<file path="config.mk">
export PLATFORM = sky130hd
export DESIGN_NAME = conv_mac_unit
export DESIGN_NICKNAME = d
export VERILOG_FILES = /design/src/rtl/conv_mac_unit.sv
export SDC_FILE = /design/constraint.sdc
export NUM_CORES = 1
export LEC_CHECK = 0
export ABC_AREA = 1
export BUFFER_PORTS_ARGS = -buffer_cell sky130_fd_sc_hd__buf_2
export CORE_MARGIN = 3
export CORE_UTILIZATION = 60
export DETAILED_ROUTE_END_ITERATION = 10
export HOLD_SLACK_MARGIN = 0.06
export PLACE_DENSITY = 0.77
export SYNTH_ARGS = -nofsm -noshare
export SYNTH_HDL_FRONTEND = slang
export SYNTH_SLANG_ARGS = --single-unit
</file>
<file path="constraint.sdc">
create_clock -name clk -period 8 [get_ports clk]
set_input_delay 1.6 -clock clk [delete_from_list [all_inputs] [get_ports clk]]
set_output_delay 1.6 -clock clk [all_outputs]
set_load 0.05 [all_outputs]
</file>
<file path="src/rtl/conv_mac_unit.sv">
// Multi-cycle signed dot-product responder: four u8 x s8 lanes per beat, summed
// into a saturating 32-bit accumulator and returned with ALU-style flags.
module conv_mac_unit #(
  parameter int MAX_BEATS = 16,
  parameter bit RELU      = 1'b0
) (
  input  logic        clk,
  input  logic        rst,
  input  logic        in_valid,
  output logic        in_ready,
  input  logic        in_last,
  input  logic [31:0] A,
  input  logic [31:0] B,
  output logic        out_valid,
  input  logic        out_ready,
  output logic [31:0] Result,
  output logic        OverFlow,
  output logic        Zero,
  output logic        Negative
);

  localparam int CNT_W = $clog2(MAX_BEATS + 1);

  typedef enum logic [1:0] {IDLE, ACC, FLUSH, RESP} state_t;

  state_t              state_q, state_d;
  logic [CNT_W-1:0]    beat_cnt_q;
  logic signed [32:0]  psum_q;
  logic                psum_vld_q;
  logic signed [31:0]  acc_q;
  logic                ovf_q;

  logic signed [18:0]  psum_c;
  logic signed [32:0]  sum_c;
  logic signed [31:0]  sat_c;
  logic                clamp_c;
  logic                beat_hs;
  logic                resp_hs;
  logic                beat_last;

  // Stage 1: unsigned pixel times signed weight, per lane, summed in 19 bits.
  always_comb begin
    psum_c = '0;
    for (int i = 0; i < 4; i++) begin
      psum_c = psum_c + $signed({11'd0, A[8*i +: 8]}) * $signed({{11{B[8*i+7]}}, B[8*i +: 8]});
    end
  end

  // Stage 2: 33-bit add; a mismatch between the top two bits means the
  // 32-bit result would wrap, so clamp toward the sign of the true sum.
  assign sum_c   = {acc_q[31], acc_q} + psum_q;
  assign clamp_c = sum_c[32] ^ sum_c[31];
  assign sat_c   = clamp_c ? (sum_c[32] ? 32'sh8000_0000 : 32'sh7FFF_FFFF) : sum_c[31:0];

  assign beat_hs   = in_valid & in_ready;
  assign resp_hs   = out_valid & out_ready;
  assign beat_last = in_last | (beat_cnt_q == CNT_W'(MAX_BEATS - 1));

  always_comb begin
    // NOTE: every output of this block gets a default first so no path leaves it unassigned (no latches).
    state_d   = state_q;
    in_ready  = 1'b0;
    out_valid = 1'b0;
    case (state_q)
      IDLE, ACC: begin
        in_ready = 1'b1;
        if (in_valid) state_d = beat_last ? FLUSH : ACC;
      end
      // Hold until the last partial sum has landed in the accumulator.
      FLUSH: if (!psum_vld_q) state_d = RESP;
      RESP: begin
        out_valid = 1'b1;
        if (out_ready) state_d = IDLE;
      end
      default: state_d = IDLE;
    endcase
  end

  always_ff @(posedge clk) begin
    // NOTE: state registers use non-blocking assignments so every flop samples pre-edge values.
    if (rst) begin
      state_q    <= IDLE;
      beat_cnt_q <= '0;
      psum_q     <= '0;
      psum_vld_q <= 1'b0;
      acc_q      <= '0;
      ovf_q      <= 1'b0;
    end else begin
      state_q    <= state_d;
      psum_vld_q <= beat_hs;
      if (beat_hs) begin
        psum_q     <= {{14{psum_c[18]}}, psum_c};
        beat_cnt_q <= beat_cnt_q + 1'b1;
      end
      if (resp_hs) begin
        acc_q      <= '0;
        ovf_q      <= 1'b0;
        beat_cnt_q <= '0;
      end else if (psum_vld_q) begin
        acc_q <= sat_c;
        if (clamp_c) ovf_q <= 1'b1;
      end
    end
  end

  assign Result   = (RELU && acc_q[31]) ? 32'd0 : acc_q;
  assign Zero     = (Result == 32'd0);
  assign Negative = Result[31];
  assign OverFlow = ovf_q;

endmodule

</file>
==> results of run 1 <==
## registers in the layout (all words and copies together) (netlist names)
register / count
beat_cnt_q: 5
OverFlow: 1
Result: 32
state_q: 2
psum_q: 19
psum_vld_q: 1
## metrics by stage
stage | cell area, µm² | cells | worst slack [ps] | utilization, %
floorplan | 14850 | 2007 | 619.8 | -
global placement | 15490 | 2359 | 191.8 | 64.82
detailed placement | 15490 | 2359 | 115.0 | 64.82
CTS | 15770 | 2375 | 436.2 | 66.00
global route | 15770 | 2375 | 189.6 | 66.00
finish | 15770 | 2376 | 427.6 | 66.01
## kinds of logic after synthesis
| logic type | count (synthesis) |
|---|---|
| XOR/XNOR | 37 |
| AO/OA/AOI/OAI | 176 |
| adder cells (fa/ha/maj) | 418 |
| AND/OR/NAND/NOR | 642 |
| flip-flops | 60 |
| buffers and inverters | 674 |
## per-layer routing
| layer | share of wire, % | vias up | GRT usage [%] |
|---|---|---|---|
| li1 | - | 5965 | - |
| met1 | 45 | 5833 | 39.98 |
| met2 | 46 | 386 | 45.68 |
| met3 | 7.1 | 42 | 4.413 |
| met4 | 1.8 | 2 | 5.690 |
| met5 | 0.056 | - | 0 |
## area by class of cell
type / instances / area [µm²]
Tap cell: 319 / 399.1
Antenna cell: 1 / 2.502
Clock buffer: 9 / 225.2
Fill cell: 2065 / 8122
Multi-Input combinational cell: 1273 / 11070
Sequential cell: 60 / 1202
Timing Repair Buffer: 114 / 593.1
Clock inverter: 7 / 56.30
Inverter: 593 / 2226
## placed cells by master (no fill, tap or decap), drive strengths merged
cell / Yosys / final
o221ai: 1 / 1
or2: 13 / 13
a21oi: 84 / 84
a211oi: 1 / 1
o31ai: 1 / 1
xor2: 21 / 21
xnor2: 16 / 16
a21boi: 1 / 1
nor2: 111 / 111
o211ai: 3 / 3
nand4: 8 / 8
fa: 233 / 233
nand2: 424 / 424
o21a: 3 / 3
a31o: 1 / 1
a21o: 5 / 5
nor3: 8 / 8
clkinv: 2 / 5
buf: 10 / 114
o211a: 1 / 1
and3: 2 / 2
clkinvlp: 0 / 1
diode: 0 / 1
nand3b: 1 / 1
nor4: 8 / 8
dfxtp: 60 / 60
o21bai: 11 / 11
nand3: 67 / 67
clkbuf: 71 / 9
o21ai: 59 / 59
inv: 591 / 594
ha: 185 / 185
a31oi: 5 / 5
## how the worst max path moves through the flow
stage,endpoint,slack (ps),cells after the start
2_1_floorplan,psum_q[13],620,22
3_3_place_gp,psum_q[18],190,24
3_5_place_dp,psum_q[18],120,24
4_1_cts,psum_q[18],440,24
5_1_grt,psum_q[18],190,24
6_report,psum_q[18],430,24
## worst min-delay path, stage by stage, from the launching register on
cell     delay, ps
dfxtp_1        310
nand2_1         60
a21oi_1         50
==> results.md, run 1 <==
* Cell family with most CP delay: adder cells
* Synth Area in Compound Gates at 7.541%
* Register area share after synthesis at just over 8%
* Root Driver: clkbuf_16
* Port bufs at approximately 110
* Post-synth EDFFs at 0
* Largest stage delay, worst path at 550 ps
* Hold depth at 2
* Fmax at 132.1 MHz
* Worst Path Arrival at approximately 7800 ps
* Clock transition at path regs at 60 ps
* Post-CTS setup buffers at 0
* Cells after synthesis at 2007
* Largest net degree at the start of global routing at 60
* IO Pins at 106
* Finish-stage setup viols at 0
* Final critical-path share of the clock period at approximately 95%
* Tot GR Track Use at 28.05%
* CTS tree: done
* Post-CTS Resized at 0
* Slew HR at a little under a quarter
* Flop2flop setup slack at around 4400 ps
* Syn. warnings at 0
* Top cells by count, synth: 589 x inv_1, 415 x nand2_1, 233 x fa_1
* Worst hold margin at roughly 480 ps
* Worst min path class: flop to flop
* Portion of netlist area occupied by mux cells at 0%
* Max Transition Viols Final at 0
* Initial Util at 62.15%
* GPL Wtd Cong at 0.9386
* Via count of the first global-routing pass at 12310
* Final hold vios at 0
* Crit path time final at approximately 7600 ps
* Register bit total from synthesis at 60
* Most used cell, CP: fa_1
* Synth Area in Simple Gates at 17.80%
* Final TNS setup at 0 ps
* First-pass DRT Iterations at 6
* Hold Crit Endpoint: beat_cnt_q[4]
* RSZ-0062 raised after global routing: false
* Vias per Instance at 5.146
* Post-synth cell types at 42
* Mapped cell area at 14850 µm²
* Adder-cell area share of the yosys netlist at between 40% and 50%
* Clock Latency Late Sink at 340 ps
* Worst-Margin Slew at 1157 ps
* Cell taking the most area after synthesis: fa_1
* Worst path bufs/invs at 8
* Syn_nets at 2494
* CP Data Required Time at 8230 ps
* Die W at 163.3 µm
* Startpoint types: input pin
* Largest family of logic cells by synthesized area: adder cells
* Nets at ~2500
* R2r endpoint: OverFlow
* Congestion Overflow GR at 0
* CP max FO at 4
* Area Overhead vs Synth at 6.210%
* Xor-xnor portion of the synthesized cell area at 2.182%
* Min-delay src: beat_cnt_q[4]
* WL final at 35690 µm
* Post-DRT Antenna Nets at 0
* WL/cell at ~15 µm
* Share of cells above drive strength 1 at between 9 and 10%
* Post-detail-place hpwl at 31360 µm
* Syn avg cell area at 7.399 µm²
* Top post-synthesis cells by area: fa_1 31%, ha_1 16%, inv_1 15%
* Initial antenna violation count at 1
* DRC viols at 0
* Run status: finished, final reports clean
* Crit-path slowest cell: fa_1
* H-tree levels at 3
* Reg2reg path depth at 13
* Die area at 26670 µm²
* Routed vias at approximately 12000
* Critical Path Start: B[15]
* Nature of the critical path endpoint: flop
* Max-Cap Viols at 0
* WS Path Type: input pin to flop
* Final clock skew at between 10 and 15 ps
* Clk buf depth at 2
* R2R Path Start: psum_q[18]
* Starting DRT DRC Count at 953
* Chip Height at between 150 and 200 µm
* Row cnt at 56
* Ys async rst share at 0%
* First-pass GRT wire length at 60090 µm
* Synth Flop Type: dfxtp_1
* Hold-fix buffers at CTS at 0
* Top-area cell type share of the netlist area at 31.41%
* CTS sink cnt at 60
* Critical-path cell list: buf_2 > clkinv_1 > or2_2 > fa_1 > inv_1 > fa_1 > inv_1 > fa_1 > inv_1 > fa_1 > fa_1 > fa_1 > fa_1 > inv_1 > fa_1 > inv_1 > ha_1 > a21o_1 > a21boi_0 > nand3_1 > a31oi_1 > xor2_1 > o21ai_0 > inv_1
* Count leader, synth: inv_1
* Clock buffer count from CTS at 9
* Core box area at 23890 µm²
Power of run 1 is left out: the tool's default activity adds up to more than one toggle a clock period on the data nets, which glitch-free logic cannot reach.
==> run 2, diff against run 1 <==
==> constraint.sdc (replaced) <==
create_clock -name clk -period 6.97 [get_ports clk]
set_input_delay 1.394 -clock clk [delete_from_list [all_inputs] [get_ports clk]]
set_output_delay 1.394 -clock clk [all_outputs]
set_load 0.05 [all_outputs]
==> run 2 against run 1 <==
Against the previous run: the run now ends with negative setup slack left; via count rose by 4.8%; critical path depth fell by 1; sequential share of layout area fell by 0.62 points; first-iteration DRC count fell by 13%; flip-flop and latch count did not move; global-route usage rose by 0.99 points; clock skew fell by 1.3 ps; core utilization rose by 5.8 points; die area did not move; non-clock buffer count rose by 108; final cell count rose by 4.5%; critical endpoint unchanged; largest cell class unchanged.
==> results.md, run 2 (same netlist as run 1, synthesis figures left out) <==
* Congestion Overflow GR at 0 (unchanged)
* Slew HR at 22.93% (+0.22 points)
* Nets at 2646 (+4.3%)
* IO Pins at 106 (unchanged)
* Run status: complete, but fails checks
* CTS tree: done
* Clock transition at path regs at 60 ps (about the same)
* Clock Latency Late Sink at 340 ps (about the same)
* Row cnt at 56 (unchanged)
* Chip Height at 163.3 µm (unchanged)
* Worst-Margin Slew at 1153 ps (-3.364 ps)
* DR WL met2 at 18750 µm (+14%)
* Pre-CTS setup slack at -443.6 ps (-558.6 ps)
* DRC viols at 0 (unchanged)
* Vias per Instance at 5.162 (+0.30%)
* Clk buf depth at 2 (unchanged)
* Area Overhead vs Synth at 15.57%
* Crit-path slowest cell: fa_2
* Final clock skew at 9.789 ps (-1.279 ps)
* Routed length on met3 at 2437 µm (-4.2%)
* Startpoint types: input pin
* Die area at 26670 µm² (unchanged)
* Hold depth at 2 (unchanged)
* Core box area at 23890 µm² (unchanged)
* CTS sink cnt at 60 (unchanged)
* Finish-stage setup viols at 1 (+1)
* Worst Setup Slack, final at -7.196 ps (-434.8 ps)
* Clock buffer count from CTS at 9 (unchanged)
* First-pass DRT Iterations at 5 (-1)
* Port bufs at 105 (unchanged)
* WS Path Type: input pin to flop
* Max-Cap Viols at 0 (unchanged)
* Die W at 163.3 µm (unchanged)
* Commonest cells after routing, fill and taps aside: 561 x inv_1, 396 x nand2_1, 221 x fa_1
* Nature of the critical path endpoint: flop
* Hold-fix buffers at CTS at 0 (unchanged)
* Post-DRT Antenna Nets at 0 (unchanged)
* Share of cells above drive strength 1 at 18.62% (+8.7 points)
* Initial antenna violation count at 0 (-1)
* R2R Path Start: psum_q[18]
* Min-delay src: OverFlow
* CP max FO at 7 (+3)
* Largest stage delay, worst path at 600 ps (+50 ps)
* Critical-path cell list: buf_4 > clkinv_4 > buf_8 > nor2_4 > fa_1 > fa_1 > fa_1 > fa_1 > fa_2 > fa_2 > fa_1 > inv_2 > fa_1 > inv_2 > ha_4 > nand2_4 > o21ai_4 > nand2_2 > nand3_4 > a31oi_2 > xor2_1 > o21ai_1 > inv_1
* Cell family with most CP delay: adder cells
* RSZ-0062 raised after global routing: true
* Post-detail-place hpwl at 32810 µm (+4.6%)
* WL final at 38530 µm (+7.9%)
* # diodes at 0 (-1)
* Routed vias at 12820 (+4.8%)
* Final critical-path share of the clock period at 100.1%
* Largest net degree at the start of global routing at 60 (unchanged)
* Fmax at roughly 140 MHz
* Top Layer Used: met4
* Reg2reg path depth at 12 (-1)
* CP Data Required Time at 7200 ps (-1030 ps)
* Root Driver: clkbuf_16
* Worst Path Arrival at 7210 ps (-590 ps)
* Largest register FFs at 32 (unchanged)
* Met1 WL at 16690 µm (+4.1%)
* Initial Util at 62.15% (unchanged)
* Worst path bufs/invs at 6 (-2)
* Via count of the first global-routing pass at 12680 (+3.0%)
* Violated checks: negative setup slack
* Most common cell after layout, fill and taps aside: inv_1
* WL/cell at 15.52 µm (+3.3%)
* Worst hold margin at 469.4 ps (-6.349 ps)
* Crit path time final at 6977 ps
* GPL Wtd Cong at 0.9568 (+1.9%)
* Most used cell, CP: fa_1
* H-tree levels at 3 (unchanged)
* Worst min path class: flop to flop
* Tot GR Track Use at 29.04% (+0.99 points)
* Critical Path Start: B[15]
* Final hold vios at 0 (unchanged)
* WP depth at 23 (-4.2%)
* Max Transition Viols Final at 0 (unchanged)
* Starting DRT DRC Count at 832 (-13%)
* First-pass GRT wire length at 61980 µm (+3.1%)
-- run 2: cell count changes in the layout (fill, tap and decap cells not counted), moves of 8 or more --
cell	previous run	this run
a21oi_1	62	54
inv_2	2	29
buf_6	0	17
nand2_2	7	24
ha_1	185	175
nand2_1	415	396
ha_4	0	10
fa_1	233	221
buf_4	9	118
fa_2	0	12
inv_1	589	561
buf_2	105	75
-- run 2: area by class of cell --
cell class                 count  area [µm²]
multi-input combinational   1273       11410
fill                        1883        6731
inverter                     593        2236
timing repair buffer         222        1585
sequential                    60        1202
tap                          319       399.1
clock buffer                   9       225.2
clock inverter                 7       101.3
-- run 2: per-stage QoR --
stage | area (µm²) | util (%) | setup TNS (ps) | cells
2_1_floorplan | 14920 | - | 0 | 2007
3_3_place_gp | 16300 | 68.24 | -2970 | 2461
3_5_place_dp | 16300 | 68.24 | -3993 | 2461
4_1_cts | 16680 | 69.81 | -14.47 | 2477
5_1_grt | 17160 | 71.83 | -974.8 | 2483
6_report | 17160 | 71.83 | -7.196 | 2483
-- run 2: tightest hold or removal path: cells and delay by family (launching register included) --
family	cells	cell delay, ps
flops	1	320
simple gates	1	80
compound gates	1	40
-- run 2: final timing paths --
path / endpoint / slack (ps)
min: OverFlow / 470
max: psum_q[18] / -7
max reg2reg: Result[29] / 3330
min reg2reg: OverFlow / 470
-- run 2: per-layer routing --
metal  up-vias  track usage [%]
li1       6182                -
met1      6176            40.91
met2       413            49.94
met3        46            2.942
met4         0            4.191
met5         -                0
-- run 2: repair_timing --
action | 4_1_cts | 5_1_grt
setup endpoints to repair | 9 | 11
resized for setup | 12 | 161
pin swaps | 6 | 52
hold endpoints to repair | 0 | 0
buffers inserted | 0 | 6
gates cloned | 0 | 0
Power of run 2 is left out for the same reason.
